==> config.mk <==
export PLATFORM = sky130hd
export DESIGN_NAME = sdram_port_arb
export DESIGN_NICKNAME = d
export VERILOG_FILES = /design/src/rtl/sdram_port_arb.sv
export SDC_FILE = /design/constraint.sdc
export NUM_CORES = 1
export LEC_CHECK = 0
export ABC_AREA = 1
export BUFFER_PORTS_ARGS = -buffer_cell sky130_fd_sc_hd__clkbuf_2
export CAP_MARGIN = 10
export CORE_ASPECT_RATIO = 0.9
export CORE_MARGIN = 2
export CORE_UTILIZATION = 46
export CTS_BUF_LIST = sky130_fd_sc_hd__clkbuf_8
export DETAILED_ROUTE_END_ITERATION = 8
export MAX_ROUTING_LAYER = met4
export PLACE_DENSITY_LB_ADDON = 0.15
export RECOVER_POWER = 50
export SLEW_MARGIN = 10
export SYNTH_ARGS = -nofsm -noshare
export SYNTH_HDL_FRONTEND = slang
export SYNTH_SLANG_ARGS = --single-unit
==> constraint.sdc <==
create_clock -name clk_96 -period 1.7 [get_ports clk_96]
set_input_delay 0.34 -clock clk_96 [delete_from_list [all_inputs] [get_ports clk_96]]
set_output_delay 0.34 -clock clk_96 [all_outputs]
set_load 0.02 [all_outputs]
==> src/rtl/sdram_port_arb.sv <==
`default_nettype none
// sdram_port_arb: three-client arbiter/sequencer for the MiST SDRAM port1, with an ack watchdog.
// Define SDRAM_ARB_RR_EN for round-robin arbitration; otherwise fixed priority c0 > c1 > c2.
module sdram_port_arb #(
   parameter logic [7:0] ACK_TIMEOUT = 8'd200
) (
   input  logic        clk_96,
   input  logic        init_n,
   input  logic        ready,

   input  logic        c0_req,
   input  logic        c0_we,
   input  logic [22:0] c0_addr,
   input  logic [15:0] c0_din,
   input  logic [1:0]  c0_ds,
   output logic [15:0] c0_dout,
   output logic        c0_ack,
   output logic        c0_err,

   input  logic        c1_req,
   input  logic        c1_we,
   input  logic [22:0] c1_addr,
   input  logic [15:0] c1_din,
   input  logic [1:0]  c1_ds,
   output logic [15:0] c1_dout,
   output logic        c1_ack,
   output logic        c1_err,

   input  logic        c2_req,
   input  logic        c2_we,
   input  logic [22:0] c2_addr,
   input  logic [15:0] c2_din,
   input  logic [1:0]  c2_ds,
   output logic [15:0] c2_dout,
   output logic        c2_ack,
   output logic        c2_err,

   output logic        port1_req,
   output logic        port1_we,
   output logic [22:0] port1_addr,
   output logic [15:0] port1_din,
   output logic [1:0]  port1_ds,
   input  logic [15:0] port1_dout,
   input  logic        port1_ack,

   output logic        busy,
   output logic [1:0]  grant
);

   typedef enum logic [1:0] {
      S_IDLE  = 2'd0,
      S_ISSUE = 2'd1,
      S_DONE  = 2'd2
   } state_t;

   state_t            state;
   state_t            state_nxt;
   logic              do_grant;
   logic              do_done;
   logic              do_abort;

   logic [2:0]        req_v;
   logic [2:0]        we_v;
   logic [2:0][22:0]  addr_v;
   logic [2:0][15:0]  din_v;
   logic [2:0][1:0]   ds_v;

   logic              win_valid;
   logic [1:0]        win_idx;

   logic [7:0]        wdog;
   logic [2:0]        ack_r;
   logic [2:0]        err_r;
   logic [2:0][15:0]  dout_r;

   assign req_v  = {c2_req, c1_req, c0_req};
   assign we_v   = {c2_we, c1_we, c0_we};
   assign addr_v = {c2_addr, c1_addr, c0_addr};
   assign din_v  = {c2_din, c1_din, c0_din};
   assign ds_v   = {c2_ds, c1_ds, c0_ds};

`ifdef SDRAM_ARB_RR_EN
   logic [1:0] rr_ptr;
   logic [1:0] ord0;
   logic [1:0] ord1;
   logic [1:0] ord2;

   function automatic logic [1:0] next_idx(input logic [1:0] i);
      return (i == 2'd2) ? 2'd0 : i + 2'd1;
   endfunction

   // Search starts one past the last winner and wraps modulo 3.
   always_comb begin
      ord0      = next_idx(rr_ptr);
      ord1      = next_idx(ord0);
      ord2      = next_idx(ord1);
      win_valid = |req_v;
      if (req_v[ord0])
         win_idx = ord0;
      else if (req_v[ord1])
         win_idx = ord1;
      else
         win_idx = ord2;
   end

   always_ff @(posedge clk_96 or negedge init_n) begin
      if (!init_n)
         rr_ptr <= 2'd2;
      else if (do_grant)
         rr_ptr <= win_idx;
   end
`else
   always_comb begin
      win_valid = |req_v;
      if (req_v[0])
         win_idx = 2'd0;
      else if (req_v[1])
         win_idx = 2'd1;
      else
         win_idx = 2'd2;
   end
`endif

   always_ff @(posedge clk_96 or negedge init_n) begin
      if (!init_n)
         state <= S_IDLE;
      else
         state <= state_nxt;
   end

   // A controller ack on the same edge as watchdog expiry takes precedence.
   always_comb begin
      state_nxt = state;
      do_grant  = 1'b0;
      do_done   = 1'b0;
      do_abort  = 1'b0;
      case (state)
         S_IDLE: begin
            if (ready && win_valid) begin
               do_grant  = 1'b1;
               state_nxt = S_ISSUE;
            end
         end
         S_ISSUE: begin
            if (port1_ack) begin
               do_done   = 1'b1;
               state_nxt = S_DONE;
            end else if (wdog == 8'd0) begin
               do_abort  = 1'b1;
               state_nxt = S_DONE;
            end
         end
         S_DONE:  state_nxt = S_IDLE;
         default: state_nxt = S_IDLE;
      endcase
   end

   always_ff @(posedge clk_96 or negedge init_n) begin
      if (!init_n) begin
         port1_req  <= 1'b0;
         port1_we   <= 1'b0;
         port1_addr <= 23'd0;
         port1_din  <= 16'd0;
         port1_ds   <= 2'd0;
         grant      <= 2'd3;
         wdog       <= 8'd0;
         ack_r      <= 3'b000;
         err_r      <= 3'b000;
         dout_r     <= '0;
      end else begin
         ack_r <= 3'b000;
         err_r <= 3'b000;

         if (do_grant) begin
            port1_req  <= 1'b1;
            port1_we   <= we_v[win_idx];
            port1_addr <= addr_v[win_idx];
            port1_din  <= din_v[win_idx];
            port1_ds   <= ds_v[win_idx];
            grant      <= win_idx;
            wdog       <= ACK_TIMEOUT;
         end

         if (state == S_ISSUE && !do_done && !do_abort)
            wdog <= wdog - 8'd1;

         if (do_done) begin
            port1_req <= 1'b0;
            ack_r     <= 3'b001 << grant;
            for (int i = 0; i < 3; i++) begin
               if (!port1_we && grant == i[1:0])
                  dout_r[i] <= port1_dout;
            end
         end

         if (do_abort) begin
            port1_req <= 1'b0;
            ack_r     <= 3'b001 << grant;
            err_r     <= 3'b001 << grant;
         end
      end
   end

   assign busy    = (state != S_IDLE);

   assign c0_ack  = ack_r[0];
   assign c1_ack  = ack_r[1];
   assign c2_ack  = ack_r[2];
   assign c0_err  = err_r[0];
   assign c1_err  = err_r[1];
   assign c2_err  = err_r[2];
   assign c0_dout = dout_r[0];
   assign c1_dout = dout_r[1];
   assign c2_dout = dout_r[2];

endmodule
`default_nettype wire

==> run_results.csv, run 1 <==
group,metric,value,unit
synth,synth_ff_type,"dfrtp_1",
synth,synth_warnings,0,
global_routing,grtUsageTotal,24.3,%
synth,synth-seq-cells,109,
power,vdd_drop_max,0.000771,V
critical_path,cp_top_family,"flip-flops",
placement,dpl.hpwl,10400,um
synth,synth-edff-count,0,
placement,port_buffers,248,
routing,routed_wl,13800,um
global_routing,grt_pass1_wl,23000,um
critical_path,startpoint_type,"flop",
synth,synthMostInstantiatedCell,"nand2_1",
global_routing,met1_usage,28.9,%
power,power_frac_clock,14.6,%
flow_run,max_cap_viol_count,0,
global_routing,antenna_found_initial,0,
synth,ys_seq_area_share,52.6,%
cells_and_area,syn_to_final_growth,29.6,%
global_routing,grt_pass1_vias,5043,
routing,postRouteAntennaNets,0,
power,switching_share,45.7,%
clock_tree,clock_latency,0.37,ns
sta,finalCritPeriodShare,91.9,%
power,power_frac_comb,45.3,%
clock_tree,path_clk_slew,0.11,ns
critical_path,crit_path_end_kind,"primary output",
synth,synth_area,5190,um^2
clock_tree,cts_tree,"built",
sta,period_needed,1.56,ns
synth,synth_largest_area_cell,"dfrtp_1",
die,core_area,10900,um^2
sta,whs,0.212,ns
sta,relSlewSlack,1.35,%
critical_path,critPathKind,"reg -> out",
global_routing,globalRouteMet2Util,40.3,%
die,dieArea,12100,um^2
die,die_x,116,um
global_routing,grt_busiest_layer,"met2",
power,p_sw,5.09,mW
sta,rsz0062_at_grt,"false",
routing,via_per_inst,4.75,
global_routing,grt_max_degree,110,
routing,via_count,5087,
sta,tns,0,ns
critical_path,cp_slowest_cell,"dfrtp_1",
power,power_density,1650,nW/um^2
power,p_leak,3.79,nW
placement,gp_congestion,0.895,
die,io_pins,249,
hold_path,holdCritPathClass,"in -> reg",
critical_path,critPathRequiredTime,1.36,ns
run_status,outcome,"finished clean",
clock_tree,h-tree-depth,3,
clock_tree,cts-root-buf,"clkbuf_8",
die,die_height,105,um
routing,drtIter0Drc,344,
clock_tree,cts.sinks,109,
cells_and_area,post-route-util,61.7,%
routing,wire_per_inst,12.8,um
synth,synthTopCellsByArea,"dfrtp_1 (52%), nand2_1 (23%), nand3_1 (5.0%)",
cells_and_area,fin_area,6730,um^2
cells_and_area,num-nets-final,1065,
die,core.rowCount,36,
synth,syn_area_per_cell,7.70,um^2
synth,synth_common_cells,"nand2_1 (322), dfrtp_1 (107), inv_1 (64)",
routing,firstDrtPassIters,4,
clock_tree,numCtsBuffers,9,
critical_path,max_stage_delay,0.58,ns
synth,synth_top_area_share,51.6,%
critical_path,path_max_fanout,5,
sta,hold_viol,0,
sta,setup_viol,0,
sta,worst_pin_slew,1.48,ns
synth,synth_cells,674,
clock_tree,post_cts_buffers,0,
synth,syn-num-nets,825,
placement,dpl_cell_area,6580,um^2
synth,async_reset_ff_share,100,%
cells_and_area,drive_above_1_share,28.8,%
die,start_util,47.6,%
sta,fmax,0.640,GHz
power,pwr-share-seq,40.1,%
power,p_int,6.04,mW
critical_path,path_cells,"clkbuf_2",
global_routing,grt_overflow,0,
synth,synth.distinct_cells,22,
clock_tree,clock_path_buffers,2,
critical_path,path_buf_inv,1,
global_routing,use_met3,4.76,%
sta,drv_slew,0,
routing,drc,0,
sta,finClkSkew,0.0172,ns
cells_and_area,num_antenna_cells,0,
critical_path,crit_arrival,1.22,ns
==> per-layer routing <==
metal  share of wire [%]  wire length [um]
met1                  43              5850
met3                 5.5               757
met5                   0                 0
met2                  49              6720
met4                 3.1               432
==> what timing repair did <==
action                     CTS  global route
hold buffers                 0             0
hold endpoints to repair     0             0
setup endpoints to repair    0             2
resized for setup            0             1
==> cell type report <==
type | instances | area, um^2
clock buffer | 9 | 124
clock inverter | 7 | 80.1
fill | 1039 | 4180
inverter | 67 | 251
multi-input combinational | 466 | 2000
sequential | 109 | 2730
tap | 152 | 190
timing repair buffer | 261 | 1350
==> sequential cells by signal, summed over array words and instances, names as in the netlist <==
| register | count |
|---|---|
| c0_dout | 16 |
| grant | 2 |
| port1_req | 1 |
| ack_r | 3 |
| c1_dout | 16 |
| port1_we | 1 |
| port1_din | 16 |
| port1_ds | 2 |
| port1_addr | 23 |
| c2_dout | 16 |
| wdog | 8 |
| state | 2 |
| err_r | 3 |
==> cell families after synthesis <==
| kind of cell | after synthesis | synth area share, % |
|---|---|---|
| xor gates and xnor gates | 2 | 0.338 |
| buffers and inverters | 99 | 8.75 |
| AOI/OAI and AO/OA | 59 | 5.91 |
| and+or+nand+nor | 403 | 31.9 |
| DFF | 109 | 52.6 |
| adders and majority gates | 2 | 0.482 |
==> stage by stage <==
| step | worst slack (ns) | power (mW) | std cells |
|---|---|---|---|
| 2_1_floorplan | 0.339 | 7.68 | 674 |
| 3_3_place_gp | 0.251 | 9.50 | 1055 |
| 3_5_place_dp | 0.143 | 9.66 | 1055 |
| 4_1_cts | 0.117 | 11.3 | 1071 |
| 5_1_grt | 0.0289 | 12.0 | 1071 |
| 6_report | 0.138 | 11.1 | 1071 |
==> worst paths after layout <==
path / startpoint / endpoint / slack [ns] / cells past startpoint
setup / recovery: port1_we / port1_we / 0.14 / 1
hold / removal: port1_dout[0] / c2_dout[0] / 0.21 / 3
min in group asynchronous: init_n / port1_din[4] / 0.42 / 2
max in group asynchronous: init_n / c2_dout[9] / 0.32 / 2
hold reg to reg: port1_din[3] / port1_din[3] / 0.48 / 2
setup reg to reg: wdog[0] / port1_req / 0.18 / 7
==> power by group through the flow <==
stage               sequential, mW  clock (mW)  combinational [mW]
finish                        4.46        1.63                5.04
global route                  4.59        1.80                5.57
CTS                           4.47        1.69                5.18
detailed placement            4.49           0                5.17
global placement              4.46           0                5.05
floorplan                     5.74           0                1.94
==> layout by cell type, fill, tap and decap left out <==
| cell type | netlist | routed |
|---|---|---|
| clkbuf_4 | 0 | 2 |
| nand2_2 | 2 | 2 |
| clkbuf_1 | 8 | 26 |
| clkbuf_2 | 0 | 225 |
| inv_6 | 0 | 2 |
| buf_12 | 0 | 4 |
| inv_1 | 64 | 65 |
| clkinv_2 | 0 | 1 |
| clkbuf_8 | 0 | 9 |
| bufinv_16 | 0 | 1 |
| nor3_4 | 3 | 3 |
| buf_4 | 6 | 4 |
| o21ai_0 | 48 | 48 |
| dfstp_2 | 2 | 2 |
| inv_8 | 0 | 1 |
| o21ai_4 | 1 | 1 |
| inv_2 | 3 | 2 |
| dfrtp_1 | 107 | 107 |
| clkinvlp_4 | 0 | 1 |
| xor2_1 | 2 | 2 |
| nor2_8 | 1 | 1 |
| o21ai_1 | 10 | 10 |
| nor2_1 | 18 | 17 |
| nand2_1 | 322 | 322 |
| nand4_1 | 2 | 3 |
| nor2_2 | 2 | 3 |
| ha_1 | 2 | 2 |
| nand3_1 | 52 | 52 |
| clkinv_4 | 0 | 1 |
No activity file was read; power rests on OpenSTA's default activity.
==> run 2: changes to the inputs <==
==> constraint.sdc (replaced) <==
create_clock -name clk_96 -period 1.7 [get_ports clk_96]
set_input_delay 0.34 -clock clk_96 [delete_from_list [all_inputs] [get_ports clk_96]]
set_output_delay 0.34 -clock clk_96 [all_outputs]
set_load 0.1 [all_outputs]
==> run 2 against run 1 <==
  * Final area is 0.43% higher
  * Count of clock-buffer cells in the layout increased by 1
  * Fmax shrank 2.7%
  * Register-to-register slack worse by 0.07 ns
  * Clock skew is 0.0074 ns lower
  * Flip-flop and latch count stayed put
  * Cell count is 0.28% higher
==> run_results.csv, run 2 (synthesized netlist as in run 1, its figures left out) <==
group,metric,value,unit
cells_and_area,num-nets-final,1068,
routing,routed_wl,13700,um
routing,via_count,5100,
die,die_height,105,um
critical_path,startpoint_type,"flop",
clock_tree,clock_path_buffers,2,
die,start_util,47.6,%
global_routing,grtUsageTotal,24.9,%
die,dieArea,12100,um^2
cells_and_area,num_antenna_cells,0,
global_routing,grt_pass1_wl,23400,um
sta,hold_viol,0,
cells_and_area,layout.cells.most_common,"nand2_1",
clock_tree,numCtsBuffers,9,
global_routing,antenna_found_initial,0,
global_routing,grt_pass1_vias,5218,
routing,postRouteAntennaNets,0,
sta,tns,0,ns
cells_and_area,drive_above_1_share,31.5,%
critical_path,rrSetupSlack,0.11,ns
sta,setup_viol,0,
sta,finalCritPeriodShare,94.4,%
die,core_area,10900,um^2
routing,firstDrtPassIters,6,
sta,rsz0062_at_grt,"false",
routing,drc,0,
sta,finClkSkew,0.00975,ns
routing,via_per_inst,4.75,
clock_tree,path_clk_slew,0.10,ns
placement,dpl.hpwl,10700,um
placement,port_buffers,248,
critical_path,critPathKind,"reg -> out",
clock_tree,post_cts_buffers,0,
critical_path,crit_path_end_kind,"primary output",
flow_run,max_cap_viol_count,0,
placement,gp_congestion,0.911,
global_routing,grt_overflow,0,
sta,period_needed,1.61,ns
die,io_pins,249,
routing,wire_per_inst,12.8,um
clock_tree,cts_tree,"built",
cells_and_area,largest-register,"port1_addr",
run_status,outcome,"finished clean",
critical_path,critPathRequiredTime,1.36,ns
sta,relSlewSlack,62.0,%
sta,drv_slew,0,
sta,worst_pin_slew,0.572,ns
critical_path,path_max_fanout,3,
sta,fmax,0.623,GHz
critical_path,crit_arrival,1.27,ns
cells_and_area,mostFrequentLayoutCells,"nand2_1 (322), clkbuf_2 (248), dfrtp_1 (107), inv_1 (66), nand3_1 (52)",
hold_path,holdCritPathClass,"in -> reg",
cells_and_area,syn_to_final_growth,30.2,%
global_routing,grt_max_degree,44,
die,core.rowCount,36,
clock_tree,cts.sinks,109,
clock_tree,h-tree-depth,3,
cells_and_area,largest_register_ffs,23,
clock_tree,cts-root-buf,"clkbuf_8",
clock_tree,clock_latency,0.37,ns
die,die_x,116,um
routing,drtIter0Drc,245,
run 2: cell count changes in the layout (fill, tap and decap cells not counted), moves of 2 or more:
| cell | delta |
|---|---|
| buf_4 | +2 |
| clkbuf_2 | +23 |
| clkinv_4 | +2 |
| clkbuf_1 | -25 |
run 2: layout make-up:
class                      count  area (um^2)
clock inverter                 6         47.5
clock buffer                  10          138
inverter                      67          251
fill                        1016         4150
multi-input combinational    466         1990
sequential                   109         2730
timing repair buffer         264         1410
tap                          152          190
run 2: per-stage QoR:
step | utilization, % | setup WS [ns] | cell area [um^2] | std cells | hold WS [ns]
final | 62.0 | 0.0946 | 6750 | 1074 | 0.203
after global routing | 62.0 | 0.00889 | 6750 | 1074 | 0.190
after CTS | 62.7 | 0.0254 | 6840 | 1074 | 0.180
after detailed placement | 60.9 | 0.126 | 6640 | 1057 | 0.252
after global placement | 60.9 | 0.254 | 6640 | 1057 | 0.247
after floorplan | - | 0.00731 | 5190 | 674 | 0.0444
run 2: final timing paths:
path,from,to,cells past startpoint
worst min-delay path,port1_dout[13],c2_dout[13],3
max in group asynchronous,init_n,c2_dout[0],3
min in group asynchronous,init_n,c1_dout[10],2
worst max register to register,wdog[0],port1_req,7
worst max-delay path,state[1],busy,3
worst min register to register,port1_addr[8],port1_addr[8],2
run 2: routing by layer:
metal  vias up  GRT usage (%)  wire length (um)  share of wire (%)
li1       2549              -                 -                  -
met1      2324           28.9              5530                 40
met2       193           42.3              7000                 51
met3        34           4.81               750                5.5
met4         0           9.86               439                3.2
met5         -              -                 0                  0
run 2: what timing repair did:
item | CTS | global route
gates resized for setup | 0 | 2
setup endpoints to repair | 0 | 3
endpoints found under the hold margin | 14 | 0
hold buffers | 1 | 0
run 2: critical path: stages (launching register included):
cell	delay [ns]
dfrtp_1	0.37
inv_2	0.05
nand2_1	0.05
buf_2	0.43
Power of run 2 is not shown: default switching activity piles up to over one toggle a cycle in this logic, so the estimate is an artifact.
==> run 3: changes to the inputs <==
BUFFER_PORTS_ARGS = -buffer_cell sky130_fd_sc_hd__buf_2   (was -buffer_cell sky130_fd_sc_hd__clkbuf_2)
CTS_CLUSTER_SIZE = 16   (was default)
==> run 3 against run 2 <==
  * Register-to-register slack gained 0.04 ns
  * Fmax shrank 0.22%
  * Setup slack lost 0.0035 ns
  * Via count shrank 1.5%
  * Clock skew grew 0.0015 ns
  * Routed wire length grew 0.10%
  * Final area grew 0.44%
  * Flip-flop and latch count is the same
  * Sequential share of layout area shrank 0.18 points
  * Worst hold slack lost 0.0025 ns
==> run_results.csv, run 3 (synthesized netlist as in run 1, its figures left out) <==
group,metric,value,unit
sta,rsz0062_at_grt,"false",
sta,relSlewSlack,51.7,%
critical_path,critPathKind,"reg -> out",
critical_path,path_cells,"inv_2, nand2_1, buf_2",
sta,setup_viol,0,
clock_tree,cts_tree,"built",
sta,period_needed,1.61,ns
placement,port_buffers,248,
cells_and_area,syn_to_final_growth,30.7,%
sta,worst_pin_slew,0.725,ns
placement,gp_congestion,0.851,
critical_path,startpoint_type,"flop",
sta,layout_setup_ws,0.0911,ns
routing,wire_per_inst,12.8,um
critical_path,r2r_cells,7,
routing,dr_wl_met3,850,um
critical_path,path_buf_inv,2,
sta,tns,0,ns
die,start_util,47.6,%
routing,highest_layer,"met4",
clock_tree,clock_path_buffers,2,
clock_tree,cts.sinks,109,
clock_tree,cts-root-buf,"clkbuf_8",
global_routing,antenna_found_initial,0,
clock_tree,path_clk_slew,0.10,ns
hold_path,whs_endpoint,"c1_dout[13]",
placement,dpl.hpwl,10600,um
placement,dp_slack,0.160,ns
die,core_area,10900,um^2
die,dieArea,12100,um^2
critical_path,rr_startpoint,"wdog[0]",
sta,finClkSkew,0.0112,ns
critical_path,cp_top_family,"buffers and inverters",
cells_and_area,num_antenna_cells,0,
die,io_pins,249,
routing,via_count,5025,
cells_and_area,layout.cells.most_common,"nand2_1",
critical_path,crit_path_end_kind,"primary output",
routing,wl_met2,7080,um
die,die_x,116,um
cells_and_area,post-route-util,62.2,%
cells_and_area,drive_above_1_share,31.0,%
critical_path,cp_slowest_cell,"buf_2",
sta,finalCritPeriodShare,94.6,%
hold_path,min_path_cells,3,
critical_path,timing.rr.end,"port1_req",
global_routing,grt_pass1_wl,22800,um
hold_path,holdCritPathClass,"in -> reg",
global_routing,grtUsageTotal,24.3,%
global_routing,grt_pass1_vias,4965,
global_routing,grt_overflow,0,
critical_path,path_max_fanout,3,
sta,whs,0.201,ns
critical_path,critPathRequiredTime,1.36,ns
global_routing,grt_max_degree,46,
critical_path,max_stage_delay,0.43,ns
flow_run,max_cap_viol_count,0,
clock_tree,clock_latency,0.37,ns
routing,drc,0,
die,die_height,105,um
die,core.rowCount,36,
sta,drv_slew,0,
hold_path,hold_start,"port1_dout[13]",
critical_path,crit_arrival,1.27,ns
clock_tree,post_cts_buffers,0,
routing,via_per_inst,4.70,
critical_path,rrSetupSlack,0.15,ns
cells_and_area,largest-register,"port1_addr",
routing,routed_wl,13700,um
routing,drtIter0Drc,252,
cells_and_area,largest_register_ffs,23,
run_status,outcome,"finished clean",
clock_tree,h-tree-depth,3,
sta,fmax,0.622,GHz
clock_tree,numCtsBuffers,9,
cells_and_area,mostFrequentLayoutCells,"nand2_1 (322), buf_2 (244), dfrtp_1 (107), inv_1 (68), nand3_1 (52)",
cells_and_area,num-nets-final,1064,
routing,firstDrtPassIters,5,
sta,hold_viol,0,
routing,wl_met1,5510,um
routing,postRouteAntennaNets,0,
-- run 3: cell types whose count changed in the layout (fill, tap and decap cells not counted), sizes merged --
cell | before | now
clkbuf | 262 | 12
buf | 11 | 256
clkinv | 4 | 3
clkinvlp | 1 | 0
inv | 68 | 69
bufinv | 0 | 2
-- run 3: how the worst max path moves through the flow --
stage / from / endpoint / depth (start not counted)
after floorplan: grant[0] / c1_dout[0] / 4
after CTS: state[1] / busy / 3
after global placement: wdog[0] / port1_req / 7
final: state[1] / busy / 3
after global routing: state[1] / busy / 3
after detailed placement: wdog[0] / port1_req / 7
-- run 3: what timing repair did --
item                                   in CTS  in global routing
resized for setup                           2                  0
endpoints found under the hold margin      29                  0
hold buffers                                1                  0
setup endpoints to repair                   2                  0
-- run 3: cell type report --
class / count / area (um^2)
Fill cell: 1015 / 4120
Tap cell: 152 / 190
Clock inverter: 7 / 82.6
Clock buffer: 9 / 124
Timing Repair Buffer: 260 / 1410
Sequential cell: 109 / 2730
Inverter: 67 / 251
Multi-Input combinational cell: 466 / 2000
-- run 3: tightest hold or removal path, delay by kind of cell --
kind | cells | cell delay (ns)
simple gates | 1 | 0.05
buf+inv | 1 | 0.10
compound gates | 1 | 0.06
-- run 3: stage by stage --
step                      instances  area (um^2)
after floorplan                 674         5190
after global placement         1053         6620
after detailed placement       1053         6620
after CTS                      1070         6840
after global routing           1070         6780
final                          1070         6780
-- run 3: per-layer routing --
metal | vias to the layer above | track usage [%]
met5 | - | -
met4 | 0 | 6.80
met3 | 21 | 6.09
met2 | 179 | 42.0
met1 | 2288 | 28.1
li1 | 2537 | -
Power of run 3 is left out for the same reason.
